### config.mk
export PLATFORM = sky130hd
export DESIGN_NAME = fetch_stage
export DESIGN_NICKNAME = d
export VERILOG_FILES = /design/src/rtl/fetch_pkg.sv /design/src/rtl/fetch_skid_fifo.sv /design/src/rtl/fetch_stage.sv
export SDC_FILE = /design/constraint.sdc
export NUM_CORES = 1
export LEC_CHECK = 0
export ABC_AREA = 1
export CAP_MARGIN = 15
export CORE_MARGIN = 1
export CORE_UTILIZATION = 55
export CTS_CLUSTER_SIZE = 12
export DETAILED_ROUTE_END_ITERATION = 16
export PLACE_DENSITY = 0.94
export SYNTH_ARGS = -nofsm -noshare
export SYNTH_HDL_FRONTEND = slang
export SYNTH_SLANG_ARGS = --single-unit
### constraint.sdc
create_clock -name clk_i -period 12.3 [get_ports clk_i]
set_input_delay 1.845 -clock clk_i [delete_from_list [all_inputs] [get_ports clk_i]]
set_output_delay 1.845 -clock clk_i [all_outputs]
set_load 0.05 [all_outputs]
### src/rtl/fetch_pkg.sv
// Shared types and constants for the instruction fetch stage.
package fetch_pkg;

  localparam int FETCH_W = 64;
  localparam int PC_W    = 32;

  localparam logic [1:0] PRIV_MACHINE = 2'b11;

  // One buffered fetch response as presented to decode.
  typedef struct packed {
    logic [FETCH_W-1:0] instr;
    logic [PC_W-1:0]    pc;
    logic               fault_fetch;
    logic               fault_page;
  } fetch_bundle_t;

  localparam int BUNDLE_W = $bits(fetch_bundle_t);

  // Request tracker: idle, or one cache read outstanding.
  typedef enum logic [0:0] {
    REQ_IDLE = 1'b0,
    REQ_WAIT = 1'b1
  } req_state_e;

  // Start of the next 64-bit fetch line; wraps modulo 2^32.
  function automatic logic [PC_W-1:0] next_line(input logic [PC_W-1:0] pc);
    return {pc[PC_W-1:3] + 29'd1, 3'b000};
  endfunction

endpackage

### src/rtl/fetch_skid_fifo.sv
// Two-entry bundle FIFO with registered storage. Flush wins over push and pop.
module fetch_skid_fifo
  import fetch_pkg::*;
(
  input  logic          clk_i,
  input  logic          rst_i,
  input  logic          push_i,
  input  fetch_bundle_t data_i,
  input  logic          pop_i,
  input  logic          flush_i,
  output logic          valid_o,
  output fetch_bundle_t data_o,
  output logic [1:0]    count_o
);

  fetch_bundle_t mem_q [2];
  logic          rd_ptr_q;
  logic          wr_ptr_q;
  logic [1:0]    count_q;
  logic [1:0]    count_d;
  logic          do_push;
  logic          do_pop;

  // Qualify handshakes against occupancy and work out the next count.
  always_comb begin
    do_pop  = pop_i & (count_q != 2'd0);
    do_push = push_i & ((count_q != 2'd2) | do_pop);
    count_d = count_q;
    case ({do_push, do_pop})
      2'b10:   count_d = count_q + 2'd1;
      2'b01:   count_d = count_q - 2'd1;
      default: count_d = count_q;
    endcase
  end

  // Storage, pointers and count.
  always_ff @(posedge clk_i) begin
    if (rst_i) begin
      mem_q[0] <= '0;
      mem_q[1] <= '0;
      rd_ptr_q <= 1'b0;
      wr_ptr_q <= 1'b0;
      count_q  <= 2'd0;
    end else if (flush_i) begin
      rd_ptr_q <= 1'b0;
      wr_ptr_q <= 1'b0;
      count_q  <= 2'd0;
    end else begin
      if (do_push) begin
        mem_q[wr_ptr_q] <= data_i;
        wr_ptr_q        <= ~wr_ptr_q;
      end
      if (do_pop) begin
        rd_ptr_q <= ~rd_ptr_q;
      end
      count_q <= count_d;
    end
  end

  assign valid_o = (count_q != 2'd0);
  assign data_o  = mem_q[rd_ptr_q];
  assign count_o = count_q;

endmodule

### src/rtl/fetch_stage.sv
// Instruction fetch: PC tracking, single-outstanding icache reads, redirect
// and stale-response discard, fault halt, and a 2-entry skid buffer to decode.
module fetch_stage
  import fetch_pkg::*;
#(
  parameter logic [31:0] BOOT_PC = 32'h0000_0000
) (
  input  logic                clk_i,
  input  logic                rst_i,
  input  logic                fetch_enable_i,
  input  logic                branch_request_i,
  input  logic [31:0]         branch_pc_i,
  input  logic [1:0]          branch_priv_i,
  output logic                icache_rd_o,
  output logic [31:0]         icache_pc_o,
  output logic [1:0]          icache_priv_o,
  input  logic                icache_accept_i,
  input  logic                icache_valid_i,
  input  logic [FETCH_W-1:0]  icache_inst_i,
  input  logic                icache_error_i,
  input  logic                icache_page_fault_i,
  output logic                fetch_valid_o,
  output logic [FETCH_W-1:0]  fetch_instr_o,
  output logic [31:0]         fetch_pc_o,
  output logic [1:0]          fetch_pred_branch_o,
  output logic                fetch_fault_fetch_o,
  output logic                fetch_fault_page_o,
  input  logic                fetch_accept_i
);

  req_state_e    state_q, state_d;
  logic [31:0]   pc_q, pc_d;
  logic [31:0]   req_pc_q, req_pc_d;
  logic [1:0]    priv_q, priv_d;
  logic          discard_q, discard_d;
  logic          halt_q, halt_d;

  logic          outstanding;
  logic          pop;
  logic [2:0]    committed;
  logic          issue;
  logic          fire;
  logic          resp;
  logic          drop;
  logic          push;

  logic          fifo_valid;
  logic [1:0]    fifo_count;
  fetch_bundle_t push_bundle;
  fetch_bundle_t head;

  // Issue condition: committed counts buffered plus in-flight responses, so a
  // read only goes out when a FIFO slot is guaranteed for its response.
  always_comb begin
    outstanding = (state_q == REQ_WAIT);
    pop         = fifo_valid & fetch_accept_i;
    committed   = {1'b0, fifo_count} + {2'b00, outstanding} - {2'b00, pop};
    issue       = !rst_i & fetch_enable_i & !halt_q & !branch_request_i &
                  (!outstanding | icache_valid_i) & (committed < 3'd2);
    fire        = issue & icache_accept_i;
    resp        = icache_valid_i & outstanding;
    drop        = resp & (discard_q | branch_request_i);
    push        = resp & !drop;
  end

  // Request FSM next state; a response and a new accept can share a cycle.
  always_comb begin
    state_d = state_q;
    case (state_q)
      REQ_IDLE: if (fire) state_d = REQ_WAIT;
      REQ_WAIT: begin
        if (fire)                state_d = REQ_WAIT;
        else if (icache_valid_i) state_d = REQ_IDLE;
      end
      default: state_d = REQ_IDLE;
    endcase
  end

  // PC, privilege, discard and halt next state; redirect has top priority.
  always_comb begin
    pc_d      = pc_q;
    req_pc_d  = req_pc_q;
    priv_d    = priv_q;
    discard_d = discard_q;
    halt_d    = halt_q;

    if (fire) begin
      req_pc_d = pc_q;
      pc_d     = next_line(pc_q);
    end
    if (resp && discard_q) begin
      discard_d = 1'b0;
    end
    if (push && (icache_error_i || icache_page_fault_i)) begin
      halt_d = 1'b1;
    end
    if (branch_request_i) begin
      pc_d   = branch_pc_i;
      priv_d = branch_priv_i;
      halt_d = 1'b0;
      if (outstanding && !icache_valid_i) begin
        discard_d = 1'b1;
      end
    end
  end

  // State registers.
  always_ff @(posedge clk_i) begin
    if (rst_i) begin
      state_q   <= REQ_IDLE;
      pc_q      <= BOOT_PC;
      req_pc_q  <= '0;
      priv_q    <= PRIV_MACHINE;
      discard_q <= 1'b0;
      halt_q    <= 1'b0;
    end else begin
      state_q   <= state_d;
      pc_q      <= pc_d;
      req_pc_q  <= req_pc_d;
      priv_q    <= priv_d;
      discard_q <= discard_d;
      halt_q    <= halt_d;
    end
  end

  // Response payload; data is passed through untouched even when faulting.
  always_comb begin
    push_bundle.instr       = icache_inst_i;
    push_bundle.pc          = req_pc_q;
    push_bundle.fault_fetch = icache_error_i;
    push_bundle.fault_page  = icache_page_fault_i;
  end

  fetch_skid_fifo u_skid (
    .clk_i   (clk_i),
    .rst_i   (rst_i),
    .push_i  (push),
    .data_i  (push_bundle),
    .pop_i   (pop),
    .flush_i (branch_request_i),
    .valid_o (fifo_valid),
    .data_o  (head),
    .count_o (fifo_count)
  );

  assign icache_rd_o         = issue;
  assign icache_pc_o         = {pc_q[31:3], 3'b000};
  assign icache_priv_o       = priv_q;
  assign fetch_valid_o       = fifo_valid;
  assign fetch_instr_o       = head.instr;
  assign fetch_pc_o          = head.pc;
  assign fetch_pred_branch_o = 2'b00;
  assign fetch_fault_fetch_o = head.fault_fetch;
  assign fetch_fault_page_o  = head.fault_page;

endmodule

Word level (Yosys, flattened, before mapping) --
Memories as Yosys holds them, arrays and structs flattened. A register that Yosys moved wholly into a read port is not among the register bits. Index checks and enable logic that the tools add are counted.
Operators by class: shift operators 0, multiplexer cells 21, $add $sub $neg 5, multiply operators 0, bitwise operators 18, eq/ne operators 3, divide/modulo/power cells 0, reductions and logical operators 15, order comparisons 1
Operator list (number):
- $mux W98 | 1
- $reduce_or A98 Y1 | 1
- $mux W32 | 2
- $add A29 B1 Y29 const B | 1
- $mux W1 | 16
- $and A1 B1 Y1 | 12
- $logic_not A1 Y1 | 6
- $reduce_bool A2 Y1 | 3
- $pmux W2 S2 | 1
- $add A2 B1 Y3 | 1
- $logic_and A1 B1 Y1 | 3
- $lt A3 B2 Y1 const B | 1
- $not A1 Y1 | 3
- $or A1 B1 Y1 | 3
- $sub A3 B1 Y3 | 1
- $add A2 B1 Y2 const B | 1
- $eq A2 B1 Y1 const B | 1
- $eq A2 B2 Y1 const B | 1
- $ne A2 B2 Y1 const B | 1
- $pmux W1 S2 | 1
- $reduce_or A2 Y1 | 1
- $sub A2 B1 Y2 const B | 1
- $logic_or A1 B1 Y1 | 1
Storage, ports and cells: RAM bits 196, memories 1, memory bits (read-only) 0, register bits 73, bits of input ports 107, output and inout bits 136, latch bits 0
Memories:
- u_skid.mem_q | depth 2, bits a word 98, read ports 1, clocked after Yosys merged registers in 1, write ports 2, line fetch_skid_fifo.sv:16 | fetch_bundle_t mem_q [2];

Logic depth before layout (Yosys ltp) --
depth after elaboration 11, gate-level depth with buffers 16

Cells and area by module --
From an unflattened synthesis, not the netlist that was laid out.
Second synthesis, totals: cells, all modules 1236, area, all modules 12400.6 µm²
Modules (own cells, without submodules):
- fetch_skid_fifo | area an instance 8577.0 µm², instances 1, cells each 660
- fetch_stage | area an instance 3823.7 µm², instances 1, cells each 576

Least setup slack after synthesis --
OpenSTA, ideal clock, no wires.
path type input to output, start point input port fetch_accept_i, end point output port icache_rd_o, slack 6833 ps, arrival 3622 ps, required time 10455 ps, buffers on the path 0, cell stages on the path 9, cells stage by stage nand2_1 -> inv_1 -> ha_1 -> or2_2 -> fa_1 -> nand3_1 -> inv_1 -> nand3_1 -> inv_1
On the way: cells in the longest elaborated chain, start to end 4
Ends and longest elaborated chain:
- from (decl) | line fetch_stage.sv:28 | input logic fetch_accept_i
- $and A1 B1 Y1 | line fetch_stage.sv:56 | pop = fifo_valid & fetch_accept_i;
- $sub A3 B1 Y3 | line fetch_stage.sv:57 | committed = {1'b0, fifo_count} + {2'b00, outstanding} - {2'b00, pop};
- $lt A3 B2 Y1 | line fetch_stage.sv:59 | (!outstanding | icache_valid_i) & (committed < 3'd2);
- $and A1 B1 Y1 | line fetch_stage.sv:59
- to (decl) | line fetch_stage.sv:14 | output logic icache_rd_o,
No other way between the ends.

Worst setup path after layout --
Ends and elaborated chain as after synthesis.

==> impl_metrics.env <==
export IMPL_ys_warn_count=0
export IMPL_core_um2=21800
export IMPL_synthCells=1215
export IMPL_numClockSinks=270
export IMPL_wirelength_um=28600
export IMPL_r2r_end="pc_q[9]$_SDFFE_PP0P_"
export IMPL_ctsResizeCount=0
export IMPL_hpwlAfterDp_um=18200
export IMPL_hp_class="reg2reg"
export IMPL_track_usage=0.248
export IMPL_ys_seq_area_frac=0.602
export IMPL_finalHoldViolations=0
export IMPL_cap_violations=0
export IMPL_synth_area_leader_cell="edfxtp_1"
export IMPL_fmax_ghz=0.150
export IMPL_layout_drive_gt1_share=0.113
export IMPL_crit_fanout=5
export IMPL_die_area_um2=22800
export IMPL_antenna_found_initial=0
export IMPL_rsz0062_at_grt="false"
export IMPL_antenna_cells=0
export IMPL_max_slew_worst_pin_slew_ns=1.18
export IMPL_worstRegToRegCells=15
export IMPL_holdPathEnd="icache_priv_o[0]$_SDFFE_PP1P_"
export IMPL_grt_pass1_vias=8929
export IMPL_hold_depth=2
export IMPL_cp_slowest_cell="clkdlybuf4s50_1"
export IMPL_rows=54
export IMPL_synth_avg_cell_area_um2=10.1
export IMPL_cp_start_kind="input pin"
export IMPL_clk_pin_slew_worst_paths_ns=0.06
export IMPL_max_stage_delay_ns=0.80
export IMPL_vdd_drop_max_uv=73.7
export IMPL_end_kind="output pin"
export IMPL_synth_top_area_share=0.481
export IMPL_power_density_nw_per_um2=130
export IMPL_path_class="in2out"
export IMPL_grt_max_degree=99
export IMPL_num_vias=9022
export IMPL_drc=0
export IMPL_relSlewSlack=0.214
export IMPL_placed_area_um2=14500
export IMPL_stdcell_area_um2=15400
export IMPL_intPower_mw=1.53
export IMPL_cts_made_buffers=27
export IMPL_r2r_setup_slack_ns=8.52
export IMPL_setup_tns_ns=0
export IMPL_cts_tree="yes"
export IMPL_portBuffers=237
export IMPL_grt_overflow=0
export IMPL_grt_pass1_wl_um=44300
export IMPL_synth_seq_cells=270
export IMPL_cts_setup_buffers=0
export IMPL_nNetsFinal=1514
export IMPL_clkLatencyLatePin_ns=0.52
export IMPL_slew_violations=0
export IMPL_wl_per_cell_um=16.8
export IMPL_ios=243
export IMPL_path_cells="clkdlybuf4s50_1 > nand2_1 > inv_1 > ha_1 > or2_2 > fa_1 > xnor2_1 > nand3_1 > inv_1 > clkdlybuf4s50_1"
export IMPL_drtPass1Iterations=8
export IMPL_status="completed"
export IMPL_initial_core_util=0.560
export IMPL_syn2layout_area_growth_pct=26.0
export IMPL_p_leak_nw=6.06
export IMPL_fin_skew_ns=0.0120
export IMPL_r2r_start="u_skid.count_o[1]$_SDFFE_PP0P_"
export IMPL_p_seq_frac=0.510
export IMPL_ys_types=36
export IMPL_drtAntennaViolNets=0
export IMPL_min_delay_start="icache_priv_o[0]$_SDFFE_PP1P_"
export IMPL_setup_viol=0
export IMPL_comb_power_share=0.112
export IMPL_clockRootBuffer="clkbuf_16"
export IMPL_viasPerCell=5.29
export IMPL_netSwitchingFraction=0.240
export IMPL_die_y_um=151
export IMPL_timing_final_crit_share=0.542
export IMPL_gp_congestion=0.893
export IMPL_p_clk_frac=0.378
export IMPL_drt_iter0_drc=733
export IMPL_die_w_um=151
export IMPL_synth_area_leaders="edfxtp_1 48%, dfxtp_1 12%, mux2_2 9.0%"
export IMPL_cts_hold_buffers=0
export IMPL_ctsLongestPathBuffers=3
export IMPL_ctsHtreeMaxLevel=1
export IMPL_p_sw_uw=483
export IMPL_required_ns=10.45
export IMPL_synth_area_um2=12200
export IMPL_cp_startpoint="fetch_accept_i"
export IMPL_period_minus_slack_ns=6.67
export IMPL_arrival_ns=4.82
[stage by stage]
| step | setup slack, ns | hold slack (ns) | total power [mW] | instances | utilization |
|---|---|---|---|---|---|
| after CTS | 5.65 | 0.457 | 2.02 | 1703 | 0.704 |
| after floorplan | 6.83 | 0.425 | 1.18 | 1219 | - |
| after global placement | 5.73 | 0.436 | 1.26 | 1653 | 0.666 |
| after detailed placement | 5.65 | 0.442 | 1.27 | 1653 | 0.666 |
| final | 5.63 | 0.462 | 2.01 | 1705 | 0.706 |
| after global routing | 5.51 | 0.492 | 2.08 | 1705 | 0.706 |
[per-layer routing]
| layer | vias to the layer above | track usage | wire length (um) |
|---|---|---|---|
| met5 | - | 0 | 0 |
| met4 | 0 | 0.0925 | 888 |
| met3 | 64 | 0.0380 | 1790 |
| met2 | 347 | 0.431 | 14600 |
| met1 | 4296 | 0.314 | 11300 |
| li1 | 4315 | - | - |
[layout by cell type, fill, tap and decap left out, drive strengths merged]
cell type / instances
nor3: 2
ha: 2
clkbuf: 47
conb: 5
o21a: 2
inv: 158
a21oi: 63
fa: 1
a21boi: 1
buf: 8
xor2: 7
nand3: 65
nand2: 159
xnor2: 5
and2: 2
clkdlybuf4s50: 237
nand4: 2
o21ai: 40
clkinv: 2
mux2: 98
dfxtp: 74
o21bai: 3
or2: 1
nor3b: 2
nor2: 243
edfxtp: 196
[flip-flops by register name (all words and copies together) (netlist names), named ones only]
| register | flops |
|---|---|
| u_skid.rd_ptr_q | 1 |
| u_skid.count_o | 2 |
| u_skid.wr_ptr_q | 1 |
| icache_priv_o | 2 |
| halt_q | 1 |
| req_pc_q | 32 |
| u_skid.mem_q | 196 |
| pc_q | 32 |
| outstanding | 1 |
[power by group through the flow]
stage | Clock [mW] | Combinational, mW | Sequential (mW)
floorplan | 0 | 0.141 | 1.04
global placement | 0 | 0.219 | 1.04
detailed placement | 0 | 0.222 | 1.04
CTS | 0.772 | 0.224 | 1.03
global route | 0.809 | 0.240 | 1.03
finish | 0.760 | 0.225 | 1.03
[synth_stat cells (all sizes together)]
cell type	number
fa	1
edfxtp	196
nand4	2
xor2	7
xnor2	5
a21oi	63
buf	56
inv	157
a21boi	1
mux2	98
clkbuf	33
nand2	159
nor3	2
o21bai	3
conb	1
ha	2
and2	2
or2	1
dfxtp	74
o21ai	40
nand3	65
nor2	243
nor3b	2
o21a	2
[worst max path at each step]
stage,to,slack [ns],depth (start not counted)
2_1_floorplan,icache_rd_o,6.83,9
3_3_place_gp,icache_rd_o,5.73,10
6_report,icache_rd_o,5.63,10
3_5_place_dp,icache_rd_o,5.65,7
5_1_grt,icache_rd_o,5.51,10
4_1_cts,icache_rd_o,5.65,10
[cells by family after synthesis]
family / after synthesis / synth area share
AND/OR/NAND/NOR: 476 / 0.159
AO/OA/AOI/OAI: 109 / 0.0458
multiplexers: 98 / 0.0902
flip-flops: 270 / 0.602
adder cells (fa/ha/maj): 3 / 0.00368
buffers and inverters: 246 / 0.0903
other: 1 / 0.000307
XOR/XNOR: 12 / 0.00859
[critical path: cells and delay by family]
family                   cells  cell delay, ns
adder cells (fa/ha/maj)      2            0.63
XOR/XNOR                     1            0.30
buffers and inverters        4            1.48
AND/OR/NAND/NOR              3            0.56
[final cells by class]
type / count / area (um^2)
clock buffers: 47 / 796
clock inverters: 3 / 18.8
fillers: 1498 / 6410
inverters: 157 / 594
multi-input cells: 703 / 3810
flip-flops and latches: 270 / 7370
well taps: 280 / 350
repair buffers: 245 / 2470
Note: power is estimated with default switching activity, not from simulation.
